[config.mk]
export PLATFORM = sky130hd
export DESIGN_NAME = alu_exec_unit
export DESIGN_NICKNAME = d
export VERILOG_FILES = /design/src/rtl/alu_exec_unit.sv
export SDC_FILE = /design/constraint.sdc
export NUM_CORES = 1
export LEC_CHECK = 0
export ABC_AREA = 1
export BUFFER_PORTS_ARGS = -buffer_cell sky130_fd_sc_hd__buf_2
export CORE_ASPECT_RATIO = 0.5
export CORE_MARGIN = 5
export CORE_UTILIZATION = 25
export DETAILED_ROUTE_END_ITERATION = 8
export GPL_TIMING_DRIVEN = 0
export PLACE_DENSITY = 0.42
export SYNTH_ARGS = -nofsm -noshare
export SYNTH_HDL_FRONTEND = slang
export SYNTH_SLANG_ARGS = --single-unit
[constraint.sdc]
create_clock -name CLK -period 6.5 [get_ports CLK]
set_input_delay 0.325 -clock CLK [delete_from_list [all_inputs] [get_ports CLK]]
set_output_delay 0.325 -clock CLK [all_outputs]
set_load 0.02 [all_outputs]
[src/rtl/alu_exec_unit.sv]
// ALU execution unit: single-cycle logic/arith ops, iterative shifts and multiply.
// Latency: ops 0-4 complete on the accepting edge, shifts after max(n,1) edges, MUL after WIDTH edges.
// Backpressure: Busy high while an iterative op runs; Start is ignored (not queued) until IDLE.
module alu_exec_unit #(
  parameter int WIDTH     = 16,
  parameter int IMM_WIDTH = 8
) (
  input  logic                 CLK,
  input  logic                 Reset,
  input  logic [WIDTH-1:0]     RegOutA,
  input  logic [WIDTH-1:0]     RegOutB,
  input  logic [IMM_WIDTH-1:0] Imm,
  input  logic [1:0]           ALUSrcB,
  input  logic [2:0]           AluOp,
  input  logic                 Start,
  input  logic                 ALUOutWrite,
  output logic                 Busy,
  output logic                 Done,
  output logic [WIDTH-1:0]     ALUOutData,
  output logic                 ovfl,
  output logic                 Zero
);

  // Shift amount width and iteration counter width (counter must hold WIDTH for MUL).
  localparam int SW = $clog2(WIDTH);
  localparam int CW = SW + 1;

  localparam logic [2:0] OP_AND = 3'd0;
  localparam logic [2:0] OP_OR  = 3'd1;
  localparam logic [2:0] OP_ADD = 3'd2;
  localparam logic [2:0] OP_SUB = 3'd3;
  localparam logic [2:0] OP_SLT = 3'd4;
  localparam logic [2:0] OP_SLL = 3'd5;
  localparam logic [2:0] OP_SRA = 3'd6;
  localparam logic [2:0] OP_MUL = 3'd7;

  typedef enum logic {
    S_IDLE = 1'b0,
    S_RUN  = 1'b1
  } state_t;

  state_t r_state;
  state_t w_next_state;

  // Latched operation context for the iterative ops.
  logic [WIDTH-1:0] r_a;     // shift working value, or MUL multiplicand
  logic [WIDTH-1:0] r_b;     // MUL: low half of product / remaining multiplier bits
  logic [WIDTH-1:0] r_hi;    // MUL: high half of partial product
  logic [2:0]       r_op;
  logic             r_wr;
  logic [CW-1:0]    r_cnt;

  // Architectural outputs.
  logic             r_done;
  logic [WIDTH-1:0] r_out;
  logic             r_ovfl;

  // Operand-B path.
  logic [WIDTH-1:0] w_imm_z;
  logic [WIDTH-1:0] w_imm_s;
  logic [WIDTH-1:0] w_imm_s1;
  logic [WIDTH-1:0] w_opb;

  // Single-cycle datapath.
  logic [WIDTH-1:0] w_add;
  logic [WIDTH-1:0] w_sub;
  logic             w_lt;
  logic [WIDTH-1:0] w_sc_res;
  logic             w_sc_ovfl;
  logic             w_multi;

  // Iterative datapath.
  logic [WIDTH:0]   w_sum;
  logic [WIDTH-1:0] w_shift;
  logic             w_run_last;
  logic [WIDTH-1:0] w_run_res;
  logic             w_run_ovfl;

  // FSM decisions.
  logic             w_load;
  logic             w_wr_en;
  logic [WIDTH-1:0] w_wr_data;
  logic             w_wr_ovfl;
  logic             w_done_nxt;

  assign w_imm_z  = {{(WIDTH-IMM_WIDTH){1'b0}}, Imm};
  assign w_imm_s  = {{(WIDTH-IMM_WIDTH){Imm[IMM_WIDTH-1]}}, Imm};
  assign w_imm_s1 = {w_imm_s[WIDTH-2:0], 1'b0};

  // Operand-B select: register, zero/sign-extended immediate, or sign-extended immediate << 1.
  always_comb begin
    w_opb = RegOutB;
    case (ALUSrcB)
      2'd0:    w_opb = RegOutB;
      2'd1:    w_opb = w_imm_z;
      2'd2:    w_opb = w_imm_s;
      2'd3:    w_opb = w_imm_s1;
      default: w_opb = RegOutB;
    endcase
  end

  assign w_add   = RegOutA + w_opb;
  assign w_sub   = RegOutA - w_opb;
  assign w_lt    = $signed(RegOutA) < $signed(w_opb);
  assign w_multi = (AluOp == OP_SLL) || (AluOp == OP_SRA) || (AluOp == OP_MUL);

  // Single-cycle result and signed-overflow flag; overflow when operand signs make the result sign impossible.
  always_comb begin
    w_sc_res  = '0;
    w_sc_ovfl = 1'b0;
    case (AluOp)
      OP_AND: w_sc_res = RegOutA & w_opb;
      OP_OR:  w_sc_res = RegOutA | w_opb;
      OP_ADD: begin
        w_sc_res  = w_add;
        w_sc_ovfl = (RegOutA[WIDTH-1] == w_opb[WIDTH-1]) &&
                    (w_add[WIDTH-1] != RegOutA[WIDTH-1]);
      end
      OP_SUB: begin
        w_sc_res  = w_sub;
        w_sc_ovfl = (RegOutA[WIDTH-1] != w_opb[WIDTH-1]) &&
                    (w_sub[WIDTH-1] != RegOutA[WIDTH-1]);
      end
      OP_SLT: w_sc_res = {{(WIDTH-1){1'b0}}, w_lt};
      default: begin
        w_sc_res  = '0;
        w_sc_ovfl = 1'b0;
      end
    endcase
  end

  // One iteration step: shift-add multiply retires one multiplier bit, shifts move one bit position.
  always_comb begin
    w_sum      = {1'b0, r_hi} + (r_b[0] ? {1'b0, r_a} : '0);
    w_shift    = (r_op == OP_SRA) ? {r_a[WIDTH-1], r_a[WIDTH-1:1]}
                                  : {r_a[WIDTH-2:0], 1'b0};
    w_run_last = (r_cnt <= CW'(1));
    w_run_res  = r_a;
    w_run_ovfl = 1'b0;
    if (r_op == OP_MUL) begin
      // Final step: product = {hi, lo}; anything left in hi means it did not fit.
      w_run_res  = {w_sum[0], r_b[WIDTH-1:1]};
      w_run_ovfl = |w_sum[WIDTH:1];
    end else begin
      // A zero shift amount still takes one cycle and returns A untouched.
      w_run_res  = (r_cnt == '0) ? r_a : w_shift;
      w_run_ovfl = 1'b0;
    end
  end

  // FSM state register.
  always_ff @(posedge CLK or posedge Reset) begin
    if (Reset) begin
      r_state <= S_IDLE;
    end else begin
      r_state <= w_next_state;
    end
  end

  // FSM next-state and control: accept in IDLE, finish iterative ops in RUN.
  always_comb begin
    w_next_state = r_state;
    w_load       = 1'b0;
    w_wr_en      = 1'b0;
    w_wr_data    = w_sc_res;
    w_wr_ovfl    = w_sc_ovfl;
    w_done_nxt   = 1'b0;
    case (r_state)
      S_IDLE: begin
        if (Start) begin
          if (w_multi) begin
            w_next_state = S_RUN;
            w_load       = 1'b1;
          end else begin
            w_wr_en    = ALUOutWrite;
            w_done_nxt = 1'b1;
          end
        end
      end
      S_RUN: begin
        // Start is deliberately not looked at here: requests during a run are dropped.
        if (w_run_last) begin
          w_next_state = S_IDLE;
          w_wr_en      = r_wr;
          w_wr_data    = w_run_res;
          w_wr_ovfl    = w_run_ovfl;
          w_done_nxt   = 1'b1;
        end
      end
      default: w_next_state = S_IDLE;
    endcase
  end

  // Iterative operand/context registers: latch on accept, step each RUN cycle until the last one.
  always_ff @(posedge CLK or posedge Reset) begin
    if (Reset) begin
      r_a   <= '0;
      r_b   <= '0;
      r_hi  <= '0;
      r_op  <= OP_AND;
      r_wr  <= 1'b0;
      r_cnt <= '0;
    end else if (w_load) begin
      r_a   <= RegOutA;
      r_b   <= w_opb;
      r_hi  <= '0;
      r_op  <= AluOp;
      r_wr  <= ALUOutWrite;
      r_cnt <= (AluOp == OP_MUL) ? CW'(WIDTH) : {1'b0, w_opb[SW-1:0]};
    end else if ((r_state == S_RUN) && !w_run_last) begin
      if (r_op == OP_MUL) begin
        r_hi <= w_sum[WIDTH:1];
        r_b  <= {w_sum[0], r_b[WIDTH-1:1]};
      end else begin
        r_a <= w_shift;
      end
      r_cnt <= r_cnt - CW'(1);
    end
  end

  // Result, flag and completion pulse registers; result/flag hold when the write is disabled.
  always_ff @(posedge CLK or posedge Reset) begin
    if (Reset) begin
      r_done <= 1'b0;
      r_out  <= '0;
      r_ovfl <= 1'b0;
    end else begin
      r_done <= w_done_nxt;
      if (w_wr_en) begin
        r_out  <= w_wr_data;
        r_ovfl <= w_wr_ovfl;
      end
    end
  end

  assign Busy       = (r_state == S_RUN);
  assign Done       = r_done;
  assign ALUOutData = r_out;
  assign ovfl       = r_ovfl;
  assign Zero       = (r_out == '0);

endmodule

# Word level (Yosys, flattened, before mapping)
# Cells that the tools add are included.
# word_totals
word_cells	88
output_inout_bits	20
inputBits	49
regBits	76
# op_classes
eq_ne	17
n_reduce_logical	15
n_addsub	4
bitwise_logic	3
n_lt_le_gt_ge	2
mux	37
# op_table
operator	n
$mux 16	15
$pmux 16 s5	1
$pmux 16 s4	1
$eq 3x3->1 const B	6
$add 16x16->17	1
$add 16x16->16	1
$and 16x16->16	1
$logic_not 16->1	1
$lt 16x16->1	1
$or 16x16->16	1
$reduce_or 16->1	1
$sub 16x16->16	1
$mux 5	3
$mux 1	13
$pmux 1 s2	4
$eq 3x2->1 const B	2
$le 5x1->1 const B	1
$logic_not 5->1	1
$sub 5x1->5 const B	1
$eq 2x2->1 const B	2
$reduce_and 2->1	2
$reduce_bool 2->1	2
$eq 3x1->1 const B	1
$logic_and 1x1->1	3
9 further kinds	12

# Longest topological paths before layout
# depth
ltp_word	8
depth_mapped	20
ltp_nobuf	20

# Least setup slack after synthesis
# No wires, ideal clock.
# synth_timing
path_kind	input-to-reg
start	input ALUSrcB[0]
end	register r_out[10], in the netlist ALUOutData[10]
path_stages	18
path_buffers	1
arrival_ns	2.620
setup_ns	0.118
setup_slack_ns	3.763
required_time_ns	6.382
path_cell_list	nor2_1 clkbuf_1 nand2_1 a21boi_0 inv_1 ha_1 inv_1 fa_1 o21ai_0 nand2_1 nand2_1 nand2_1 nand2_1 nand2_1 nand3_1 nand3b_1 a21oi_1 nor2_1
# synth_via
elab_chain_len	6
elab_cells_between_ends	12
classes_between	add/sub: 2; eq/ne: 3; mux: 4; bitwise: 2; reduce/logical: 1
# synth_lines
element	line_no	source
start, declared	13	input logic [1:0] ALUSrcB,
$eq 2x2->1 (tied with other cells)	93	case (ALUSrcB)
$pmux 16 s4 *	93	
$sub 16x16->16 (tied with other cells)	103	assign w_sub = RegOutA - w_opb;
$pmux 16 s5 *	111	case (AluOp)
$mux 16	182	if (w_run_last) begin
$mux 16 *	168	case (r_state)
end signal, assigned	230	r_out <= w_wr_data;
end, declared	55	logic [WIDTH-1:0] r_out;
# Mark *: on every way between the ends. The rest lies on a longest branch, timed or not.
# A chain may end at the register's enable or synchronous reset.

# Worst setup path in the final report
# layout_timing
start	input ALUSrcB[1]
end	register r_out[10], in the netlist ALUOutData[10]
# The elaborated chain is that of the path after synthesis.

==> flow_summary.toml <==
[clock_tree]
numCtsBuffers = 9
cts_resized = 0
cts.path.max_buffers = 2
htree_levels = 3
cts_sinks = 76
clk_latency_ns = 0.35
cts_tree = "yes"
cts-root-buf = "clkbuf_16"
cts.reportedPaths.clkPinSlew_ns = 0.07

[layout]
layout.cells.non_filler = 1794
area_delta_synth_final_pct = 15.7
layout_commonest_cell = "nand2_1"
drive_gt1_frac = 0.0969
final_nets = 1482
final_cell_mix = "nand2_1 (380), inv_1 (202), o21ai_0 (104)"
fin_area_um2 = 9180
n_antenna_cell = 0

[logic_synthesis]
ys_types = 41
synthFlopType = "dfrtp_1"
synth_area_um2 = 7940
syn_nets = 1401
ys_async_sr_fraction = 1.00
synth-edff-count = 0
yosysSeqAreaShare = 0.240
yosys.area.top_type_share = 0.240
yosysWarnings = 0
synth_area_leader_cell = "dfrtp_1"
synth_seq_cells = 76
syn_inst = 1276
syn_area_per_cell_um2 = 6.22
yosys-top-cells-area = "dfrtp_1 (24%), nand2_1 (18%), ha_1 (12%), inv_1 (9.6%), o21ai_0 (6.6%)"

[status]
run_status = "finished clean"

[global_routing]
grt_pass1_vias = 8461
grt_max_degree = 61
antenna_found_initial = 0
groute.usage.overall = 0.171
grt_pass1_wl_mm = 47.4
grt-ovfl-total = 0

[routing]
vias = 8543
vias_per_cell = 4.76
drtAntennaViolNets = 0
drtIter0Drc = 644
wl_mm = 30.3
dr.pass1.iters = 5
wl_per_cell_um = 16.9
drc = 0

[floorplan]
die_h_um = 136
start_util = 0.252
dieArea_um2 = 35600
coreArea_um2 = 31500
die_w_um = 262
rows = 46
io_pins = 69

[sta]
period_share = 0.572
min_period_ns = 3.72
setup_tns_ns = 0
fmax_mhz = 269
drv_slew = 0
worst_pin_slew_ns = 0.922
whs_ns = 0.287
rsz0062_at_grt = "no"
setup_viol = 0
timing.slew.headroom = 0.381
hold_violations = 0
finClkSkew_ns = 0.0140

[worst_setup_path]
start_kind = "input pin"
cp.required_ns = 6.72
rrSetupSlack_ns = 3.60
reg2reg_depth = 16
worstSetupEndpointType = "flop"
critical_path.startpoint = "ALUSrcB[1]"
reg2reg_to = "ovfl$_DFFE_PP0P_"
critPathArrivalTime_ns = 3.94
crit_fanout = 10
worstReg2RegStart = "r_b[0]$_DFFE_PP0P_"
path_class = "input pin to flop"

[min_path]
hold_path.class = "input pin to flop"
hp-start = "ALUOutWrite"
holdPathEnd = "r_wr$_DFFE_PP0P_"
whs_path_depth = 3

[placed_design]
dp_hpwl_mm = 25.2
gp_congestion = 0.915
dp_cells = 1777
dpl_cell_area_um2 = 8850
io_buffers = 68

[job]
max_cap_violations = 0

[power]
peakVddDrop_mv = 0.130
power.leakage_nw = 4.87
powerDensity_nw_per_um2 = 340
cells by family (layout without fill, tap and decap cells):
group           Yosys count  count (layout)  share of synthesized area
fa+ha+maj                76              76                      0.123
flops                    76              76                      0.240
xor+xnor                  3               3                    0.00331
buf+inv                 250             336                      0.124
simple gates            630             630                      0.335
compound gates          241             241                      0.176
sequential cells by signal (all words and copies together), names as in the netlist:
signal,count
r_op,3
r_hi,16
r_a,16
Busy,1
r_wr,1
r_b,16
ovfl,1
r_cnt,5
ALUOutData,16
Done,1
cell type report:
cell class,instances,area (µm²)
Inverter,211,795
Clock inverter,7,97.6
Buffer,39,191
Sequential cell,76,1900
Clock buffer,9,225
Multi-Input combinational cell,950,5050
Fill cell,3523,22300
Timing Repair Buffer,70,378
Tap cell,432,541
where the power goes:
| part | total, W | internal (W) | switching [W] | leakage, nW |
|---|---|---|---|---|
| clock network | 0.000564 | 0.000339 | 0.000225 | 0.152 |
| logic | 0.00171 | 0.000550 | 0.00116 | 3.76 |
| registers | 0.000845 | 0.000685 | 0.000160 | 0.956 |
| total | 0.00312 | 0.00157 | 0.00155 | 4.87 |
routing by layer:
metal  part of all wire  track usage  vias to the layer above
met5                  0            0                        -
met4              0.019       0.0415                        0
met2               0.47        0.290                      232
met3              0.053       0.0286                       32
li1                   -            -                     4279
met1               0.46        0.229                     4000
through the flow:
step,util,total power (W),setup WS (ns)
after floorplan,-,0.00198,3.76
after global placement,0.280,0.00255,2.43
after detailed placement,0.281,0.00256,2.42
after CTS,0.292,0.00314,2.78
after global routing,0.292,0.00339,2.45
final,0.292,0.00312,2.78
cells in the mapped netlist, types with 4 or more instances:
library cell / instances
nand3_1: 86
buf_2: 18
or2_2: 9
inv_2: 7
nor2_1: 100
and2_1: 8
nand3b_1: 11
o21bai_1: 6
clkbuf_1: 18
nor3_1: 9
nand2_1: 380
o2111ai_1: 4
a31oi_1: 6
o21ai_0: 104
ha_1: 73
o22ai_1: 8
dfrtp_1: 76
nand4_1: 14
o221ai_1: 8
inv_1: 203
a21oi_1: 65
nor2_2: 4
nor4_1: 5
o211ai_1: 22
worst max-delay path, stage by stage:
cell and delay (ns):
buf_2 0.12, nor2_1 0.15, clkbuf_1 0.46, nand2_1 0.08, a21boi_0 0.18, inv_1 0.20
ha_1 0.21, inv_1 0.08, fa_1 0.40, o21ai_0 0.56, nand2_1 0.14, nand2_1 0.21
nand2_1 0.10, nand2_1 0.07, nand2_1 0.05, nand3_1 0.07, nand3b_1 0.14, a21oi_1 0.32
nor2_1 0.07
repair_timing:
item / 4_1_cts / 5_1_grt
buffers inserted: 0 / 0
endpoints found under the hold margin: 16 / 0
hold buffers: 1 / 0
setup endpoints to repair: 0 / 0
how the worst max path moves through the flow:
stage	cells past startpoint	slack [ns]	endpoint
after CTS	19	2.78	ALUOutData[10]$_DFFE_PP0P_
after detailed placement	19	2.42	ALUOutData[10]$_DFFE_PP0P_
after floorplan	18	3.76	ALUOutData[10]$_DFFE_PP0P_
final	19	2.78	ALUOutData[10]$_DFFE_PP0P_
after global routing	19	2.45	ALUOutData[10]$_DFFE_PP0P_
after global placement	19	2.43	ALUOutData[10]$_DFFE_PP0P_
(Power assumes the default switching activity.)
